## src/rtl/path_writer_pkg.sv

```systemverilog
// Constants and state encoding shared by path_writer and the Dijkstra engine.
package path_writer_pkg;

    localparam int DEFAULT_MAX_NODES   = 16;
    localparam int DEFAULT_INDEX_WIDTH = 4;
    localparam int DEFAULT_MADDR_WIDTH = 8;
    localparam int DEFAULT_MDATA_WIDTH = 8;

    // Predecessor marker for "no predecessor"; instances slice it to INDEX_WIDTH bits.
    localparam logic [31:0] NO_PREVIOUS_NODE = 32'hFFFF_FFFF;

    typedef enum logic [2:0] {
        IDLE       = 3'd0,
        WALK       = 3'd1,
        WRITE_LEN  = 3'd2,
        WRITE_NODE = 3'd3,
        DONE       = 3'd4
    } pw_state_t;

endpackage

```

## src/rtl/path_stack.sv

```systemverilog
// Node stack for path_writer: entry 0 loaded on init, append on push, indexed read.
module path_stack #(
    parameter int MAX_NODES   = 16,
    parameter int INDEX_WIDTH = 4
) (
    input  logic                   clock,
    input  logic                   reset,
    input  logic                   init,
    input  logic                   push,
    input  logic [INDEX_WIDTH-1:0] wr_data,
    input  logic [INDEX_WIDTH-1:0] rd_addr,
    output logic [INDEX_WIDTH-1:0] rd_data,
    output logic [INDEX_WIDTH-1:0] count
);

    logic [INDEX_WIDTH-1:0] mem_r [MAX_NODES];
    logic [INDEX_WIDTH-1:0] count_r;

    // Storage and fill count; pushes beyond the depth are dropped.
    always_ff @(posedge clock) begin
        if (!reset) begin
            count_r <= '0;
        end else if (init) begin
            mem_r[0] <= wr_data;
            count_r  <= INDEX_WIDTH'(1);
        end else if (push && (int'(count_r) < MAX_NODES)) begin
            mem_r[count_r] <= wr_data;
            count_r        <= count_r + INDEX_WIDTH'(1);
        end else begin
            count_r <= count_r;
        end
    end

    assign rd_data = mem_r[rd_addr];
    assign count   = count_r;

endmodule

```

## src/rtl/path_writer.sv

```systemverilog
// Walks prev_vector from destination back to source, then writes the length word
// followed by the path (source first) through a valid/ready memory write port.
module path_writer
    import path_writer_pkg::*;
#(
    parameter int MAX_NODES   = DEFAULT_MAX_NODES,
    parameter int INDEX_WIDTH = DEFAULT_INDEX_WIDTH,
    parameter int MADDR_WIDTH = DEFAULT_MADDR_WIDTH,
    parameter int MDATA_WIDTH = DEFAULT_MDATA_WIDTH
) (
    input  logic                                  clock,
    input  logic                                  reset,
    input  logic                                  start,
    input  logic [INDEX_WIDTH-1:0]                source,
    input  logic [INDEX_WIDTH-1:0]                destination,
    input  logic [INDEX_WIDTH-1:0]                number_of_nodes,
    input  logic [MADDR_WIDTH-1:0]                out_base_address,
    input  logic [MAX_NODES-1:0][INDEX_WIDTH-1:0] prev_vector,
    output logic                                  mem_write_enable,
    input  logic                                  mem_write_ready,
    output logic [MADDR_WIDTH-1:0]                mem_addr,
    output logic [MDATA_WIDTH-1:0]                mem_write_data,
    output logic                                  busy,
    output logic                                  done,
    output logic                                  no_path,
    output logic [INDEX_WIDTH-1:0]                path_length
);

    localparam logic [INDEX_WIDTH-1:0] NO_PREV = NO_PREVIOUS_NODE[INDEX_WIDTH-1:0];

    pw_state_t              state_r;
    logic [INDEX_WIDTH-1:0] src_r, nodes_r, cur_r, len_r, k_r;
    logic [MADDR_WIDTH-1:0] base_r, addr_r;
    logic [MDATA_WIDTH-1:0] data_r;
    logic                   en_r, busy_r, done_r, no_path_r;

    logic                   st_init_s, st_push_s, walk_bad_s;
    logic [INDEX_WIDTH-1:0] st_wdata_s, st_raddr_s, st_rdata_s, st_count_s, p_s;

    path_stack #(.MAX_NODES(MAX_NODES), .INDEX_WIDTH(INDEX_WIDTH)) u_stack (
        .clock   (clock),
        .reset   (reset),
        .init    (st_init_s),
        .push    (st_push_s),
        .wr_data (st_wdata_s),
        .rd_addr (st_raddr_s),
        .rd_data (st_rdata_s),
        .count   (st_count_s)
    );

    assign p_s        = prev_vector[cur_r];
    assign walk_bad_s = (p_s == NO_PREV) || (p_s >= nodes_r) || (st_count_s == nodes_r);
    // Stack slot of the word after the one being presented (k_r is 0 during WRITE_LEN).
    assign st_raddr_s = len_r - k_r - INDEX_WIDTH'(1);

    // Stack load/push requests derived from the current state.
    always_comb begin
        st_init_s  = 1'b0;
        st_push_s  = 1'b0;
        st_wdata_s = '0;
        case (state_r)
            IDLE, DONE: begin
                if (start) begin
                    st_init_s  = 1'b1;
                    st_wdata_s = destination;
                end else begin
                    st_init_s = 1'b0;
                end
            end
            WALK: begin
                if ((cur_r != src_r) && !walk_bad_s) begin
                    st_push_s  = 1'b1;
                    st_wdata_s = p_s;
                end else begin
                    st_push_s = 1'b0;
                end
            end
            default: begin
                st_init_s = 1'b0;
            end
        endcase
    end

    // Control FSM with registered write port and status outputs.
    always_ff @(posedge clock) begin
        if (!reset) begin
            state_r   <= IDLE;
            src_r     <= '0;
            nodes_r   <= '0;
            cur_r     <= '0;
            len_r     <= '0;
            k_r       <= '0;
            base_r    <= '0;
            addr_r    <= '0;
            data_r    <= '0;
            en_r      <= 1'b0;
            busy_r    <= 1'b0;
            done_r    <= 1'b0;
            no_path_r <= 1'b0;
        end else begin
            case (state_r)
                IDLE, DONE: begin
                    if (start) begin
                        src_r     <= source;
                        nodes_r   <= number_of_nodes;
                        base_r    <= out_base_address;
                        cur_r     <= destination;
                        k_r       <= '0;
                        len_r     <= '0;
                        done_r    <= 1'b0;
                        no_path_r <= 1'b0;
                        busy_r    <= 1'b1;
                        state_r   <= WALK;
                    end else begin
                        state_r <= state_r;
                    end
                end
                WALK: begin
                    if (cur_r == src_r) begin
                        len_r   <= st_count_s;
                        addr_r  <= base_r;
                        data_r  <= MDATA_WIDTH'(st_count_s);
                        en_r    <= 1'b1;
                        state_r <= WRITE_LEN;
                    end else if (walk_bad_s) begin
                        no_path_r <= 1'b1;
                        len_r     <= '0;
                        addr_r    <= base_r;
                        data_r    <= '0;
                        en_r      <= 1'b1;
                        state_r   <= WRITE_LEN;
                    end else begin
                        cur_r <= p_s;
                    end
                end
                WRITE_LEN, WRITE_NODE: begin
                    if (mem_write_ready) begin
                        if (no_path_r || ((state_r == WRITE_NODE) && (k_r == len_r))) begin
                            en_r    <= 1'b0;
                            busy_r  <= 1'b0;
                            done_r  <= 1'b1;
                            state_r <= DONE;
                        end else begin
                            k_r     <= k_r + INDEX_WIDTH'(1);
                            addr_r  <= addr_r + MADDR_WIDTH'(1);
                            data_r  <= MDATA_WIDTH'(st_rdata_s);
                            state_r <= WRITE_NODE;
                        end
                    end else begin
                        state_r <= state_r;
                    end
                end
                default: begin
                    state_r <= IDLE;
                    en_r    <= 1'b0;
                    busy_r  <= 1'b0;
                end
            endcase
        end
    end

    assign mem_write_enable = en_r;
    assign mem_addr         = addr_r;
    assign mem_write_data   = data_r;
    assign busy             = busy_r;
    assign done             = done_r;
    assign no_path          = no_path_r;
    assign path_length      = len_r;

endmodule

```

## config.mk

```make
export PLATFORM = sky130hd
export DESIGN_NAME = path_writer
export DESIGN_NICKNAME = d
export VERILOG_FILES = /design/src/rtl/path_writer_pkg.sv /design/src/rtl/path_stack.sv /design/src/rtl/path_writer.sv
export SDC_FILE = /design/constraint.sdc
export NUM_CORES = 1
export LEC_CHECK = 0
export ABC_AREA = 1
export CAP_MARGIN = 20
export CORE_MARGIN = 8
export CORE_UTILIZATION = 44
export DETAILED_ROUTE_END_ITERATION = 12
export GPL_ROUTABILITY_DRIVEN = 0
export GPL_TIMING_DRIVEN = 0
export PLACE_DENSITY = 0.66
export SKIP_LAST_GASP = 1
export SLEW_MARGIN = 25
export SYNTH_ARGS = -nofsm -noshare
export SYNTH_HDL_FRONTEND = slang
export SYNTH_HIERARCHICAL = 1
export SYNTH_SLANG_ARGS = --single-unit
```

## constraint.sdc

```tcl
create_clock -name clock -period 3.25 [get_ports clock]
set_input_delay 0.325 -clock clock [delete_from_list [all_inputs] [get_ports clock]]
set_output_delay 0.325 -clock clock [all_outputs]
set_load 0.05 [all_outputs]
```

# Word level (Yosys, flattened, before mapping)
# Memories as Yosys holds them, arrays and structs flattened.
# Cells that the tools add are included.
# W data, S select, Z words.
classes:
  addsub: 5
  magnitude_cmp: 2
  eq_ne: 17
  mux: 61
  n_bitwise: 3
  reduce_logical: 25
op_table:
  columns: ["operator", "n"]
  rows:
  - ["$mux W8", 8]
  - ["$mux W4", 13]
  - ["$pmux W4 S2", 4]
  - ["$pmux W8 S2", 2]
  - ["$reduce_and A4 Y1", 7]
  - ["$mux W1", 23]
  - ["$bmux W4 S4", 1]
  - ["$mux W3", 5]
  - ["$ne A2 B2 Y1 const B", 7]
  - ["$eq A4 B4 Y1", 3]
  - ["$pmux W3 S3", 1]
  - ["$add A4 B1 Y4 const B", 2]
  - ["$add A8 B1 Y8 const B", 1]
  - ["$reduce_bool A2 Y1", 4]
  - ["$eq A3 B2 Y1 const B", 2]
  - ["$pmux W1 S3", 2]
  - ["$reduce_and A3 Y1", 2]
  - ["$reduce_or A2 Y1", 3]
  - ["$lt A4 B5 Y1 const B", 1]
  - ["$eq A4 B4 Y1 const B", 1]
  - ["$ge A4 B4 Y1", 1]
  - ["$ne A4 B4 Y1", 1]
  - ["$pmux W1 S2", 2]
  - ["$reduce_or A4 Y1", 1]
  - ["other kinds (11)", 16]
totals:
  regBits: 55
  ram_bits: 64
  in_bits: 88
  out_inout_bits: 24
  word_cells: 129
  mem_count: 1
memory_table:
  columns: ["name", "words", "width", "rd", "rd_clocked_by_memory_dff", "wr", "line_no", "text"]
  rows:
  - ["u_stack.mem_r", 16, 4, 1, 0, 1, "path_stack.sv:16", "logic [INDEX_WIDTH-1:0] mem_r [MAX_NODES];"]

# Longest topological paths before layout
# Gate-level depths: netlist of run 1.
logic_depth:
  word_depth: 15
  mapped_depth: 22
  ltp_nobuf: 20

# Modules after synthesis
# The synthesis of run 1 kept the hierarchy.
modules_own_cells:
  columns: ["module", "n_inst", "cells_per_inst", "area_per_inst_um2", "seq_area_each_um2"]
  rows:
  - ["path_writer", 1, 570, 3398.3, 940.9]
  - ["path_stack", 1, 315, 3080.5, 2001.9]

# Worst setup path before layout of run 1
# OpenSTA, ideal clock, no wires.
synth_path:
  kind: "register to register"
  start: "register cur_r[0]"
  end: "memory u_stack.mem_r[11][0] (enable)"
  setup_ps: 329
  t_arrival_ps: 2657
  t_required_ps: 2921
  path_slack_ps: 264
  stages_incl_launch_ff: 19
  n_path_buf: 2
  period_less_slack_ps: 2986
  path_cell_list: "dfxtp_1 > buf_6 > inv_2 > buf_4 > nand2_1 > nand3_1 > nand3_1 > nand3_1 > nand2_2 > ha_1 > a21oi_1 > o211ai_1 > a31oi_1 > nand4_4 > inv_1 > nand2_2 > nor2_1 > nand2_1 > nor2_1"
synth_via:
  elab_chain_len: 15
  elab_cells_between_ends: 18
  classes_between: "1 x order compare; 2 x eq/ne; 10 x mux; 5 x reduce/logical"
synth_rtl:
  columns: ["element", "line_no", "text"]
  rows:
  - ["start: declaration", "path_writer.sv:32", "logic [INDEX_WIDTH-1:0] src_r, nodes_r, cur_r, len_r, k_r;"]
  - ["start signal: assignment", "path_writer.sv:107", "cur_r <= destination;"]
  - ["start signal: assignment", "path_writer.sv:133", "cur_r <= p_s;"]
  - ["$bmux W4 S4", "path_writer.sv:51", "assign p_s = prev_vector[cur_r];"]
  - ["$mux W4 (implied by the code)", "path_writer.sv:51", null]
  - ["$ge A4 B4 Y1 / $eq A4 B4 Y1 (equally long branches)", "path_writer.sv:52", "assign walk_bad_s = (p_s == NO_PREV) || (p_s >= nodes_r) || (st_count_s == nodes_r);"]
  - ["$logic_or A1 B1 Y1 (2 in a row)", "path_writer.sv:52", null]
  - ["$logic_not A1 Y1", "path_writer.sv:71", "if ((cur_r != src_r) && !walk_bad_s) begin"]
  - ["$logic_and A1 B1 Y1 *", "path_writer.sv:71", null]
  - ["$mux W1 *", "path_writer.sv:71", null]
  - ["$mux W1 *", "path_writer.sv:61", "case (state_r)"]
  - ["net st_push_s", "path_writer.sv:37", "logic st_init_s, st_push_s, walk_bad_s;"]
  - ["$mux W1 *", "path_stack.sv:26", "end else if (push && (int'(count_r) < MAX_NODES)) begin"]
  - ["$mux W1 *", "path_stack.sv:23", "end else if (init) begin"]
  - ["$mux W1 *", "path_stack.sv:21", "if (!reset) begin"]
  - ["$mux W1 (implied by the code) *", "path_stack.sv:27", "mem_r[count_r] <= wr_data;"]
  - ["$reduce_or A4 Y1 (no line)", null, null]
  - ["$mux W4 (no line) / $mux W1 (equally long branches)", null, null]
  - ["end: declaration", "path_stack.sv:16", null]
# The timed path passes the listed nets; every way through them passes the cells marked *. The select of a mux whose other input is x is not followed.

# Worst setup path in the final report of run 1
layout_path:
  start: "register cur_r[0]"
  end: "memory u_stack.mem_r[11][3] (enable)"
# Same word-level chain as after synthesis.

==> results.sh, run 1 <==
export IMPL_fin_skew_ns=0.005295
export IMPL_grt_max_degree=17
export IMPL_syn_area_um2=6479
export IMPL_period_minus_slack_ns=3.053
export IMPL_max_slew_margin_pct=65.13
export IMPL_cts_hold_buf=0
export IMPL_nets=1120
export IMPL_ant_nets=0
export IMPL_grt_pass1_vias=5793
export IMPL_seq_area_frac_synth_pct=45.42
export IMPL_grt_usage_pct=19.83
export IMPL_fmax_mhz=327.5
export IMPL_clkPwrFrac_pct=24.9
export IMPL_synth_edff_count=64
export IMPL_p_sw_uw=3120
export IMPL_worstMarginPinSlew_ns=0.5212
export IMPL_ir_worst_vdd_v=0.0004661
export IMPL_grt_overflow=0
export IMPL_rows=44
export IMPL_ys_ff_latch=115
export IMPL_die_area_um2=18860
export IMPL_hp_class="flip-flop to flip-flop"
export IMPL_cts_made_buffers=17
export IMPL_clock_sinks=115
export IMPL_via_per_inst=4.830
export IMPL_timing_hold_ws_ns=0.4623
export IMPL_switching_share_pct=41.16
export IMPL_critPathCaptureType="flip-flop"
export IMPL_cp_start_kind="flip-flop"
export IMPL_die_h_um=137.3
export IMPL_period_share_pct=93.94
export IMPL_synth_cells=885
export IMPL_ys_async_sr_fraction_pct=0
export IMPL_port_buffers=107
export IMPL_placed_cell_area_um2=7805
export IMPL_fin_setup_tns_ns=0
export IMPL_fillers=1329
export IMPL_diodes=0
export IMPL_setup_viol=0
export IMPL_clk_pin_slew_ns=0.05
export IMPL_cts_buffer_depth=2
export IMPL_antenna_found_initial=0
export IMPL_cp_max_fo=10
export IMPL_die_w_um=137.3
export IMPL_coreArea_um2=14480
export IMPL_rsz0062_at_grt="yes"
export IMPL_drt_wirelength_per_cell_um=14.67
export IMPL_syn_mean_instance_area_um2=7.321
export IMPL_status="finished clean"
export IMPL_synthDistinctLibCells=39
export IMPL_fin_area_um2=8840
export IMPL_hpwlAfterDp_um=12970
export IMPL_clock_latency_ns=0.42
export IMPL_seqPwrFrac_pct=26.4
export IMPL_clockRootBuffer="clkbuf_16"
export IMPL_area_growth_pct=36.44
export IMPL_cts_tree="done"
export IMPL_routed_wl_um=17870
export IMPL_final_max_slew_viol_count=0
export IMPL_power_static_leakage_uw=0.003966
export IMPL_internal_power_uw=4459
export IMPL_worstSetupPathType="flip-flop to flip-flop"
export IMPL_vias=5883
export IMPL_worst_ep_arrival_time_ns=3.17
export IMPL_p_comb_share_pct=48.7
export IMPL_ys_warn_count=6
export IMPL_crit_required_ns=3.37
export IMPL_drtIter0Drc=383
export IMPL_drc_errors=0
export IMPL_grt_pass1_wl_um=28720
export IMPL_final_common_cell="nand2_1"
export IMPL_dr_pass1_iters=5
export IMPL_maxCapViolCount=0
export IMPL_ys_flop_type="edfxtp_1"
export IMPL_hold_violations=0
export IMPL_layout_common_cells="269 x nand2_1, 138 x inv_1, 107 x clkdlybuf4s50_1"
export IMPL_power_density_nw_per_um2=857.3
export IMPL_h_tree_depth=4
export IMPL_finalWorstSetupSlack_ns=0.1969
export IMPL_io_pins=112
export IMPL_initial_core_util_pct=44.75
export IMPL_drive_gt1_share_pct=12.38
export IMPL_place_ws_ns=-0.5919
metal layers:
layer	up-vias	routed length [um]	global-route usage, %	share of wire, %
met5	-	0	0	0
met4	0	344	7.544	1.9
met3	30	1059	5.981	5.9
met2	146	9007	33.32	50
met1	2656	7455	23.35	42
li1	3051	-	-	-
power by group through the flow:
| stage | combinational [uW] | sequential, uW | clock [uW] |
|---|---|---|---|
| floorplan | 2160 | 2180 | 0 |
| global placement | 3240 | 2020 | 0 |
| detailed placement | 3290 | 2020 | 0 |
| CTS | 3350 | 1990 | 1910 |
| global route | 4080 | 2030 | 1990 |
| finish | 3690 | 2000 | 1890 |
worst paths after layout:
| path | slack [ns] | from | cells after the start | to |
|---|---|---|---|---|
| worst max-delay path | 0.20 | cur_r[0]$_SDFFE_PN0P_ | 19 | u_stack/mem_r[11][3]$_DFFE_PP_ |
| worst min-delay path | 0.46 | base_r[5]$_SDFFE_PN0P_ | 2 | base_r[5]$_SDFFE_PN0P_ |
| worst max register to register | 0.20 | cur_r[0]$_SDFFE_PN0P_ | 19 | u_stack/mem_r[11][3]$_DFFE_PP_ |
| worst min register to register | 0.46 | base_r[5]$_SDFFE_PN0P_ | 2 | base_r[5]$_SDFFE_PN0P_ |
logic make-up after synthesis:
family / share of synthesized area (%)
buffers and inverters: 13.13
adders and majority gates: 2.240
and+or+nand+nor: 31.38
DFF: 45.42
AOI/OAI and AO/OA: 5.717
xor gates and xnor gates: 1.893
muxes: 0.1545
other: 0.05788
what timing repair did:
action	4_1_cts	5_1_grt
setup endpoints to repair	128	128
gates cloned	0	1
pin swaps	2	12
gates resized for setup	45	38
setup buffers	1	6
sequential cells by signal, summed over array words and instances, names as in the netlist, 3 cells and up:
signal,cells
src_r,4
mem_addr,8
nodes_r,4
u_stack/mem_r,64
base_r,8
state_r,3
cur_r,4
mem_write_data,4
path_length,4
u_stack/count,4
k_r,4
cell usage after synthesis (all sizes together), types with 5 or more instances:
| library cell | number | area (um2) |
|---|---|---|
| inv | 145 | 546.8 |
| nand2 | 281 | 1072 |
| a21oi | 33 | 165.2 |
| buf | 31 | 257.8 |
| nand4 | 8 | 65.06 |
| xnor2 | 5 | 43.79 |
| xor2 | 9 | 78.83 |
| ha | 10 | 125.1 |
| nor3 | 5 | 25.02 |
| nor2 | 84 | 317.8 |
| edfxtp | 64 | 1922 |
| o21ai | 34 | 170.2 |
| clkbuf | 8 | 30.03 |
| nand3 | 100 | 518.0 |
| dfxtp | 51 | 1021 |
cell type report:
class / count / area (um2) / area share, %
repair buffers: 115 / 1181 / 13.36
plain buffers: 38 / 310.3 / 3.510
well taps: 184 / 230.2 / 2.604
flip-flops and latches: 115 / 2943 / 33.29
clock inverters: 13 / 158.9 / 1.798
inverters: 149 / 575.6 / 6.511
clock buffers: 19 / 442.9 / 5.011
multi-input cells: 585 / 2998 / 33.91
per-stage QoR:
step                cells  total power (uW)  utilization (%)
floorplan             888              4342                -
global placement     1179              5267            53.81
detailed placement   1179              5313            53.91
CTS                  1212              7263            59.32
global route         1218              8092            61.05
finish               1218              7578            61.05
worst max-delay path: stages, from the launching register on:
cell and delay, ns:
dfxtp_1 0.30, buf_6 0.13, inv_4 0.09, buf_6 0.14
nand2_1 0.06, nand2_1 0.05, nand2_1 0.08, nand3_1 0.07
nand3_1 0.11, nand2_2 0.14, ha_4 0.22, a21oi_2 0.12
o211ai_1 0.12, a31oi_2 0.25, nand4_4 0.14, inv_4 0.10
nand2_4 0.10, nor2_4 0.19, nand2_4 0.13, nor2_4 0.20
Note: power is estimated with default switching activity, not from simulation.
==> run 2, diff against run 1 <==
--- a/config.mk
+++ b/config.mk
@@ -9,12 +9,14 @@
 export CAP_MARGIN = 20
 export CORE_MARGIN = 8
 export CORE_UTILIZATION = 44
+export CTS_BUF_LIST = sky130_fd_sc_hd__clkbuf_16
 export DETAILED_ROUTE_END_ITERATION = 12
 export GPL_ROUTABILITY_DRIVEN = 0
 export GPL_TIMING_DRIVEN = 0
 export PLACE_DENSITY = 0.66
+export REMOVE_ABC_BUFFERS = 1
 export SKIP_LAST_GASP = 1
-export SLEW_MARGIN = 25
+export SLEW_MARGIN = 20
 export SYNTH_ARGS = -nofsm -noshare
 export SYNTH_HDL_FRONTEND = slang
 export SYNTH_HIERARCHICAL = 1
==> run 2 against run 1 <==
  * Final area is 2.9% lower
  * Maximum frequency is 0.39% higher
  * First-iteration DRC count is 16% lower
  * Combinational power is 11% lower
  * Largest cell class unchanged
  * Largest power group unchanged
  * Highest routed layer unchanged
==> results.sh, run 2 (synthesis gave the netlist of run 1 again) <==
export IMPL_h_tree_depth=4
export IMPL_rows=44
export IMPL_r2r_end="u_stack/mem_r[3][2]$_DFFE_PP_"
export IMPL_dr_pass1_iters=4
export IMPL_clock_sinks=115
export IMPL_critPathCaptureType="flip-flop"
export IMPL_coreArea_um2=14480
export IMPL_initial_core_util_pct=44.75
export IMPL_layout_common_cells="269 x nand2_1, 139 x inv_1, 106 x clkdlybuf4s50_1"
export IMPL_die_area_um2=18860
export IMPL_min_delay_worst_endpoint="mem_addr[2]$_SDFFE_PN0P_"
export IMPL_reg2regPathDepth=17
export IMPL_final_common_cell="nand2_1"
export IMPL_crit_chain="buf_4 -> nor2_1 -> nor2_1 -> o21ai_1 -> nand3_1 -> nand3_2 -> nand2_2 -> ha_1 -> a21oi_1 -> o211ai_1 -> a31oi_2 -> nand4_4 -> inv_4 -> nand2_4 -> nor2_4 -> nand2_4 -> nor2_4"
export IMPL_hold_violations=0
export IMPL_cp_start_kind="flip-flop"
export IMPL_grt_max_degree=37
export IMPL_regMostFlops="u_stack/mem_r"
export IMPL_fmax_mhz=328.8
export IMPL_cts_tree="done"
export IMPL_path_delay_family="simple AND/OR/NAND/NOR gates"
export IMPL_ir_worst_vdd_v=0.0004279
export IMPL_worstSetupPathType="flip-flop to flip-flop"
export IMPL_power_static_leakage_uw=0.003856
export IMPL_status="finished clean"
export IMPL_port_buffers=107
export IMPL_drtIter0Drc=323
export IMPL_period_share_pct=93.57
export IMPL_ant_nets=0
export IMPL_placed_cell_area_um2=7511
export IMPL_via_per_inst=4.807
export IMPL_cts_hold_buf=0
export IMPL_clock_latency_ns=0.41
export IMPL_die_h_um=137.3
export IMPL_grt_overflow=0
export IMPL_grt_pass1_wl_um=27480
export IMPL_crit_required_ns=3.36
export IMPL_nets=1085
export IMPL_worst_path_buf_inv=2
export IMPL_setup_viol=0
export IMPL_drt_wirelength_per_cell_um=14.17
export IMPL_cts_buffer_depth=2
export IMPL_worst_ep_arrival_time_ns=3.15
export IMPL_drc_errors=0
export IMPL_fin_setup_tns_ns=0
export IMPL_fin_area_um2=8582
export IMPL_die_w_um=137.3
export IMPL_hold_depth=3
export IMPL_period_minus_slack_ns=3.041
export IMPL_worstMarginPinSlew_ns=0.7443
export IMPL_area_growth_pct=32.46
export IMPL_clockRootBuffer="clkbuf_16"
export IMPL_regToRegSetupSlack_ns=0.21
export IMPL_crit_slowest_cell="dfxtp_4"
export IMPL_final_max_slew_viol_count=0
export IMPL_power_density_nw_per_um2=843.3
export IMPL_maxCapViolCount=0
export IMPL_clk_pin_slew_ns=0.06
export IMPL_r2r_start="cur_r[0]$_SDFFE_PN0P_"
export IMPL_cp_max_fo=7
export IMPL_hpwlAfterDp_um=11260
export IMPL_cts_made_buffers=17
export IMPL_grt_usage_pct=18.51
export IMPL_hp_class="input port to flip-flop"
export IMPL_slowest_delay_ns=0.37
export IMPL_fin_skew_ns=0.01051
export IMPL_io_pins=112
export IMPL_max_slew_margin_pct=50.33
export IMPL_largest_reg_flops=64
export IMPL_vias=5687
export IMPL_routed_wl_um=16770
export IMPL_grt_pass1_vias=5675
export IMPL_hold_start="reset"
export IMPL_diodes=0
export IMPL_drive_gt1_share_pct=10.31
export IMPL_antenna_found_initial=0
==> run 2: cell types whose count changed in the layout (fill, tap and decap cells not counted), moves of 3 or more <==
| cell | delta |
|---|---|
| buf_6 | -14 |
| buf_4 | -10 |
| clkbuf_1 | -8 |
| buf_2 | -4 |
| clkinv_2 | +3 |
| clkinvlp_4 | -3 |
| dfxtp_1 | -3 |
==> run 2: through the flow <==
step                      power, uW  util, %  setup slack, ns  hold WS [ns]  std cells
after global routing           7754    59.27         -0.04740        0.4730       1183
after CTS                      7037    58.02         -0.05383        0.4412       1178
after detailed placement       4958    51.88           -1.204        0.4526       1140
final                          7237    59.27           0.2088        0.4468       1183
after global placement         4910    51.82           -1.918        0.4473       1140
after floorplan                4080        -          -0.4105        0.4291        849
==> run 2: worst max-delay path by stage <==
| stage | from | end | slack [ns] | depth (start not counted) |
|---|---|---|---|---|
| floorplan | cur_r[0]$_SDFFE_PN0P_ | u_stack/mem_r[11][0]$_DFFE_PP_ | -0.41 | 17 |
| global placement | cur_r[0]$_SDFFE_PN0P_ | u_stack/mem_r[10][3]$_DFFE_PP_ | -1.92 | 15 |
| detailed placement | cur_r[0]$_SDFFE_PN0P_ | u_stack/mem_r[10][0]$_DFFE_PP_ | -1.20 | 15 |
| CTS | state_r[2]$_SDFFE_PN0P_ | u_stack/mem_r[12][3]$_DFFE_PP_ | -0.05 | 12 |
| global route | cur_r[0]$_SDFFE_PN0P_ | u_stack/mem_r[1][1]$_DFFE_PP_ | -0.05 | 17 |
| finish | cur_r[0]$_SDFFE_PN0P_ | u_stack/mem_r[3][2]$_DFFE_PP_ | 0.21 | 17 |
==> run 2: cell type report <==
cell class	instances	area, um2
clock buffers	17	425.4
clock inverters	15	190.2
fillers	1331	5897
inverters	149	575.6
multi-input cells	585	2982
flip-flops and latches	115	2952
well taps	184	230.2
repair buffers	118	1227
==> run 2: repair_timing <==
action                                  4_1_cts  5_1_grt
setup buffers                                 6        5
resized for setup                            55       20
endpoints found under the setup margin      156      128
pin swaps                                     2        7
==> run 2: report_power, final <==
group	leakage, uW	switching (uW)	internal [uW]	total [uW]
clock	0.000304	654	1270	1930
combinational	0.00254	2130	1140	3270
sequential	0.00101	169	1870	2040
total	0.00386	2950	4280	7240
==> run 2: worst min-delay path: cells and delay by family <==
kind,cells,cell delay [ns]
and+or+nand+nor,2,0.19
buffers and inverters,1,0.30
==> run 2: layer usage <==
layer  vias up  global-route usage, %  share of wire, %
met5         -                      0                 0
met4         0                  5.009               1.3
met3        18                  4.996               5.2
met2       118                  31.69                50
met1      2573                  22.43                43
li1       2978                      -                 -
